==> src/rtl/uart_mem_arbiter.sv <==
`default_nettype none
// ============================================================================
// Module   : uart_mem_arbiter
// Brief    : Round-robin arbiter sharing one memory port between the UART
//            monitor (M) and the CPU data bus (C), with a hung-memory timeout.
// Revision : 1.0
// ============================================================================
module uart_mem_arbiter #(
  parameter int          TMO_W     = 8,
  parameter logic [31:0] TMO_RDATA = 32'hDEADBEEF
) (
  input  logic        clk,
  input  logic        rst,
  // monitor requester
  input  logic        m_req,
  input  logic        m_we,
  input  logic [31:0] m_adr,
  input  logic [31:0] m_wdata,
  output logic        m_done,
  output logic [31:0] m_rdata,
  // CPU requester
  input  logic        c_req,
  input  logic        c_we,
  input  logic [31:0] c_adr,
  input  logic [31:0] c_wdata,
  output logic        c_done,
  output logic [31:0] c_rdata,
  // memory side
  output logic        mem_req,
  output logic        mem_we,
  output logic [31:0] mem_adr,
  output logic [31:0] mem_wdata,
  input  logic        mem_ack,
  input  logic [31:0] mem_rdata,
  // status
  output logic        tmo_err,
  output logic        owner
);

  typedef enum logic [1:0] {
    S_IDLE = 2'd0,
    S_BUSY = 2'd1,
    S_DONE = 2'd2
  } state_t;

  // The counter is compared one short of all-ones so that the cycle in which
  // it saturates is also the last cycle mem_req is seen high.
  localparam logic [TMO_W-1:0] c_tmo_pre_sat = {TMO_W{1'b1}} - TMO_W'(1);

  state_t             r_state;
  logic               r_last_grant;
  logic [TMO_W-1:0]   r_tmo_cnt;
  logic               r_owner;
  logic               r_mem_req;
  logic               r_mem_we;
  logic [31:0]        r_mem_adr;
  logic [31:0]        r_mem_wdata;
  logic               r_m_done;
  logic               r_c_done;
  logic [31:0]        r_m_rdata;
  logic [31:0]        r_c_rdata;
  logic               r_tmo_err;

  logic               w_any_req;
  logic               w_grant_c;
  logic               w_tmo_hit;
  logic               w_complete;
  logic [31:0]        w_cpl_rdata;

  assign w_any_req   = m_req | c_req;
  // On a tie the requester that did not win last time is served.
  assign w_grant_c   = (m_req & c_req) ? ~r_last_grant : c_req;
  assign w_tmo_hit   = (r_tmo_cnt == c_tmo_pre_sat);
  assign w_complete  = mem_ack | w_tmo_hit;
  assign w_cpl_rdata = mem_ack ? mem_rdata : TMO_RDATA;

  always_ff @(posedge clk) begin
    if (rst) begin
      r_state      <= S_IDLE;
      r_last_grant <= 1'b1;
      r_tmo_cnt    <= '0;
      r_owner      <= 1'b0;
      r_mem_req    <= 1'b0;
      r_mem_we     <= 1'b0;
      r_mem_adr    <= '0;
      r_mem_wdata  <= '0;
      r_m_done     <= 1'b0;
      r_c_done     <= 1'b0;
      r_m_rdata    <= '0;
      r_c_rdata    <= '0;
      r_tmo_err    <= 1'b0;
    end else begin
      r_m_done  <= 1'b0;
      r_c_done  <= 1'b0;
      r_tmo_err <= 1'b0;
      case (r_state)
        S_IDLE: begin
          r_tmo_cnt <= '0;
          if (w_any_req) begin
            r_owner     <= w_grant_c;
            r_mem_req   <= 1'b1;
            r_mem_we    <= w_grant_c ? c_we    : m_we;
            r_mem_adr   <= w_grant_c ? c_adr   : m_adr;
            r_mem_wdata <= w_grant_c ? c_wdata : m_wdata;
            r_state     <= S_BUSY;
          end
        end
        S_BUSY: begin
          if (w_complete) begin
            r_mem_req    <= 1'b0;
            r_last_grant <= r_owner;
            // A real ack in the saturating cycle wins over the timeout.
            r_tmo_err    <= ~mem_ack;
            if (r_owner) begin
              r_c_done <= 1'b1;
              if (!r_mem_we) r_c_rdata <= w_cpl_rdata;
            end else begin
              r_m_done <= 1'b1;
              if (!r_mem_we) r_m_rdata <= w_cpl_rdata;
            end
            r_state <= S_DONE;
          end else begin
            r_tmo_cnt <= r_tmo_cnt + 1'b1;
          end
        end
        S_DONE: begin
          r_tmo_cnt <= '0;
          r_state   <= S_IDLE;
        end
        default: begin
          r_state <= S_IDLE;
        end
      endcase
    end
  end

  assign m_done    = r_m_done;
  assign m_rdata   = r_m_rdata;
  assign c_done    = r_c_done;
  assign c_rdata   = r_c_rdata;
  assign mem_req   = r_mem_req;
  assign mem_we    = r_mem_we;
  assign mem_adr   = r_mem_adr;
  assign mem_wdata = r_mem_wdata;
  assign tmo_err   = r_tmo_err;
  assign owner     = r_owner;

endmodule
`default_nettype wire

==> config.mk <==
export PLATFORM = sky130hd
export DESIGN_NAME = uart_mem_arbiter
export DESIGN_NICKNAME = d
export VERILOG_FILES = /design/src/rtl/uart_mem_arbiter.sv
export SDC_FILE = /design/constraint.sdc
export NUM_CORES = 1
export LEC_CHECK = 0
export BUFFER_PORTS_ARGS = -buffer_cell sky130_fd_sc_hd__buf_2
export CAP_MARGIN = 10
export CORE_MARGIN = 2
export CORE_UTILIZATION = 41
export CTS_CLUSTER_SIZE = 30
export DETAILED_ROUTE_END_ITERATION = 16
export PLACE_DENSITY_LB_ADDON = 0.1
export SYNTH_ARGS = -nofsm -noshare
export SYNTH_HDL_FRONTEND = slang
export SYNTH_SLANG_ARGS = --single-unit
==> constraint.sdc <==
create_clock -name clk -period 1.4 [get_ports clk]
set_input_delay 0.28 -clock clk [delete_from_list [all_inputs] [get_ports clk]]
set_output_delay 0.28 -clock clk [all_outputs]
set_load 0.01 [all_outputs]
==> results by group <==
Outcome
  – Status: complete, but fails checks
  – Failing checks: negative setup slack

Yosys
  – Cell area after synthesis: 5910 sq um
  – Asr flop ratio synth: 0%
  – Synth top cells by count: 145 x dfxtp_1, 117 x nor2_1, 70 x a21oi_1
  – Syn nets: 825
  – Ranking of synthesized cells by area: dfxtp_1 49%, mux2i_1 11%, a211oi_1 8.3%, nor2_1 7.4%, a21oi_1 5.9%
  – Most common cell in the netlist: dfxtp_1
  – Post-synth top flop: dfxtp_1
  – Seq/Total Area, Yosys: about 50%
  – Top-area cell type share of the netlist area: 49.1%
  – Synth Area per Inst: approximately 9 sq um
  – Yosys cell types: 41
  – Synth warnings: 0
  – Post-synth EDFFs: 0
  – Synth Instances: 656
  – Register bit total from synthesis: 145
  – Area leader, netlist: dfxtp_1

Hold path
  – Worst Hold Class: in -> reg

Floorplan
  – Overall die area: 15,400 sq um
  – Die width: approximately 120 um
  – Core Footprint: 14,000 sq um
  – Die Y-Extent: 124 um
  – Initial Util: 42.3%
  – Total I/O pin count: 301
  – FP Rows: 43

Detailed routing
  – Drt total wl: ~19,000 um
  – Final ANT Viol Nets: 0
  – Drt drc: 0
  – Vias per cell: approximately 5.2
  – DRT iter0 DRCs: 295
  – Router iterations before antenna repair: 5
  – Vias post-DR: about 6,000
  – Routed WL per cell: 16.3 um

STA
  – Post-Route Skew: 7.35 ps
  – RSZ-0062 raised after global routing: true
  – Clock period minus worst slack: 1450 ps
  – Number of setup violations in the final report: 20
  – Fin. max-slew vios: 0
  – Tightest Pin Transition: 357 ps
  – Final WS setup: -47.4 ps
  – Slew headroom: 75.9%
  – Final Hold Fails: 0
  – Max Clk Rate: 0.691 GHz
  – Hold Slack: 110 ps
  – Tcrit/Tclk final: 103%

GRT
  – First-pass GRT wire length: 27,800 um
  – Global-route usage over all layers: 23.7%
  – Vias in the first global route: 5,804
  – Largest net degree at the start of global routing: 77
  – Antenna violations before repair: 1
  – Gr ovfl total: 0

Job
  – Max-cap violations: 0

CTS
  – Cts hold-fix bufs: 0
  – Clock root cell: clkbuf_16
  – TritonCTS clock tree: done
  – Clk Latency, worst-skew pair: 420 ps
  – Htree depth: 4
  – CTS buffer count: 17
  – Clk pin slew, worst setup/hold paths: 60 ps
  – Clk buf depth: 2
  – Clock Sinks: 145

Power and ir drop
  – PD cells: approximately 1200 nW/um^2
  – Peak supply drop: 0.959 mV
  – Static Leak: approximately 0.0042 uW
  – Total Power: 11,100 uW

Final layout
  – Filler cells: 1,190
  – Final Net Count: 1,150
  – Layout cells sized above 1: 46.1%
  – Layout area overhead: 52.3%

Placed design
  – PortBufs: 300
  – Routability Congestion: approximately 0.8
  – Detailed Place HPWL: 13,500 um

Setup path
  – Crit path capture type: flop
  – Req. time, crit path: 1750 ps
  – Flop2flop setup slack: -50 ps
  – Worst r2r src: r_state[0]
  – CP startpoint: r_state[0]
  – Critical path endpoint: r_tmo_cnt[5]
  – CP arrival: 1800 ps
  – CP Class: reg -> reg
  – CP max FO: 8
  – Reg-to-reg critical path endpoint: r_tmo_cnt[5]
  – Critical Path Source Type: flop
  – Reg2Reg Depth: 4
[how the worst min path moves through the flow]
| stage | depth (start not counted) | from | slack (ps) | endpoint |
|---|---|---|---|---|
| floorplan | 2 | mem_rdata[14] | 420 | c_rdata[14] |
| global placement | 2 | c_rdata[29] | 460 | c_rdata[29] |
| detailed placement | 2 | c_rdata[29] | 460 | c_rdata[29] |
| CTS | 3 | mem_rdata[8] | 90 | m_rdata[8] |
| global route | 3 | mem_rdata[29] | 100 | c_rdata[29] |
| finish | 3 | mem_rdata[22] | 110 | m_rdata[22] |
[layer usage]
layer  share of wire [%]  wire (um)  vias to the layer above  track usage (%)
met5                   0          0                        -                0
met4                 3.3        631                        0             11.5
met3                 6.9       1310                       49             6.36
met2                  52       9890                      242             42.1
met1                  38       7320                     2780             26.0
li1                    -          -                     2993                -
[power breakdown]
part / switching (uW) / internal [uW] / leakage [uW]
clock network: 1700 / 2750 / 0.000278
logic: 1100 / 977 / 0.00272
registers: 181 / 4440 / 0.00120
total: 2970 / 8160 / 0.00419
[logic make-up (layout without fill, tap and decap cells)]
group           Yosys count  count (layout)  synth area share [%]
mux                      66              66                  11.2
simple gates            219             219                  16.9
other cells               0               1                     0
fa+ha+maj                 2               2                 0.423
buf+inv                  57             394                  4.68
compound gates          167             167                  17.7
flops                   145             145                  49.1
[worst max-delay path, stage by stage, from the launching register on]
cell     delay (ps)
dfxtp_4         380
nor3b_4         290
nand4_4         150
or4_4           440
a21oi_2         110
[state kept, by name, indices dropped and copies added, names as in the netlist]
register	count
r_last_grant	1
c_rdata	32
owner	1
r_tmo_cnt	8
mem_wdata	32
mem_we	1
mem_adr	32
m_done	1
r_state	2
c_done	1
m_rdata	32
mem_req	1
tmo_err	1
[cells in the final DEF (no fill, tap or decap), types with 3 or more instances in the layout]
cell          n
buf_2       298
dfxtp_1     135
nor2_1      112
mux2i_1      66
a211oi_1     64
a21oi_1      49
nor3_1       46
buf_4        35
nand2_1      21
a21oi_2      21
clkbuf_16    21
buf_12       14
o21ai_0      12
o21ai_1       8
buf_6         8
nor3_2        6
nor2_2        5
dfxtp_4       5
dfxtp_2       5
nand3_1       3
o31ai_1       3
nand2_4       3
clkbuf_8      3
clkinvlp_4    3
clkinv_2      3
buf_8         3
[timing repair]
action	CTS	global route
endpoints found under the setup margin	137	139
setup buffers	5	2
pin swaps	6	24
gates cloned	3	6
resized for setup	25	61
[through the flow]
stage | TNS, ps | area [sq um] | util [%] | setup slack (ps) | instances
4_1_cts | -2810 | 8710 | 62.3 | -103 | 1167
5_1_grt | -8400 | 9000 | 64.3 | -137 | 1174
6_report | -424 | 9000 | 64.3 | -47.4 | 1174
2_1_floorplan | 0 | 5980 | - | 0.820 | 656
3_3_place_gp | -4140 | 7960 | 56.9 | -96.8 | 1128
3_5_place_dp | -10650 | 7960 | 56.9 | -203 | 1128
[layout make-up]
cell class                      count  area, sq um  share of cell area (%)
Multi-Input combinational cell    454         2990                    33.2
Sequential cell                   145         2930                    32.5
Timing Repair Buffer              362         2270                    25.2
Clock buffer                       22          474                    5.27
Tap cell                          180          225                    2.50
Clock inverter                      9          106                    1.18
Inverter                            1         3.75                  0.0417
Antenna cell                        1         2.50                  0.0278
Power figures use the tool's default switching activity.
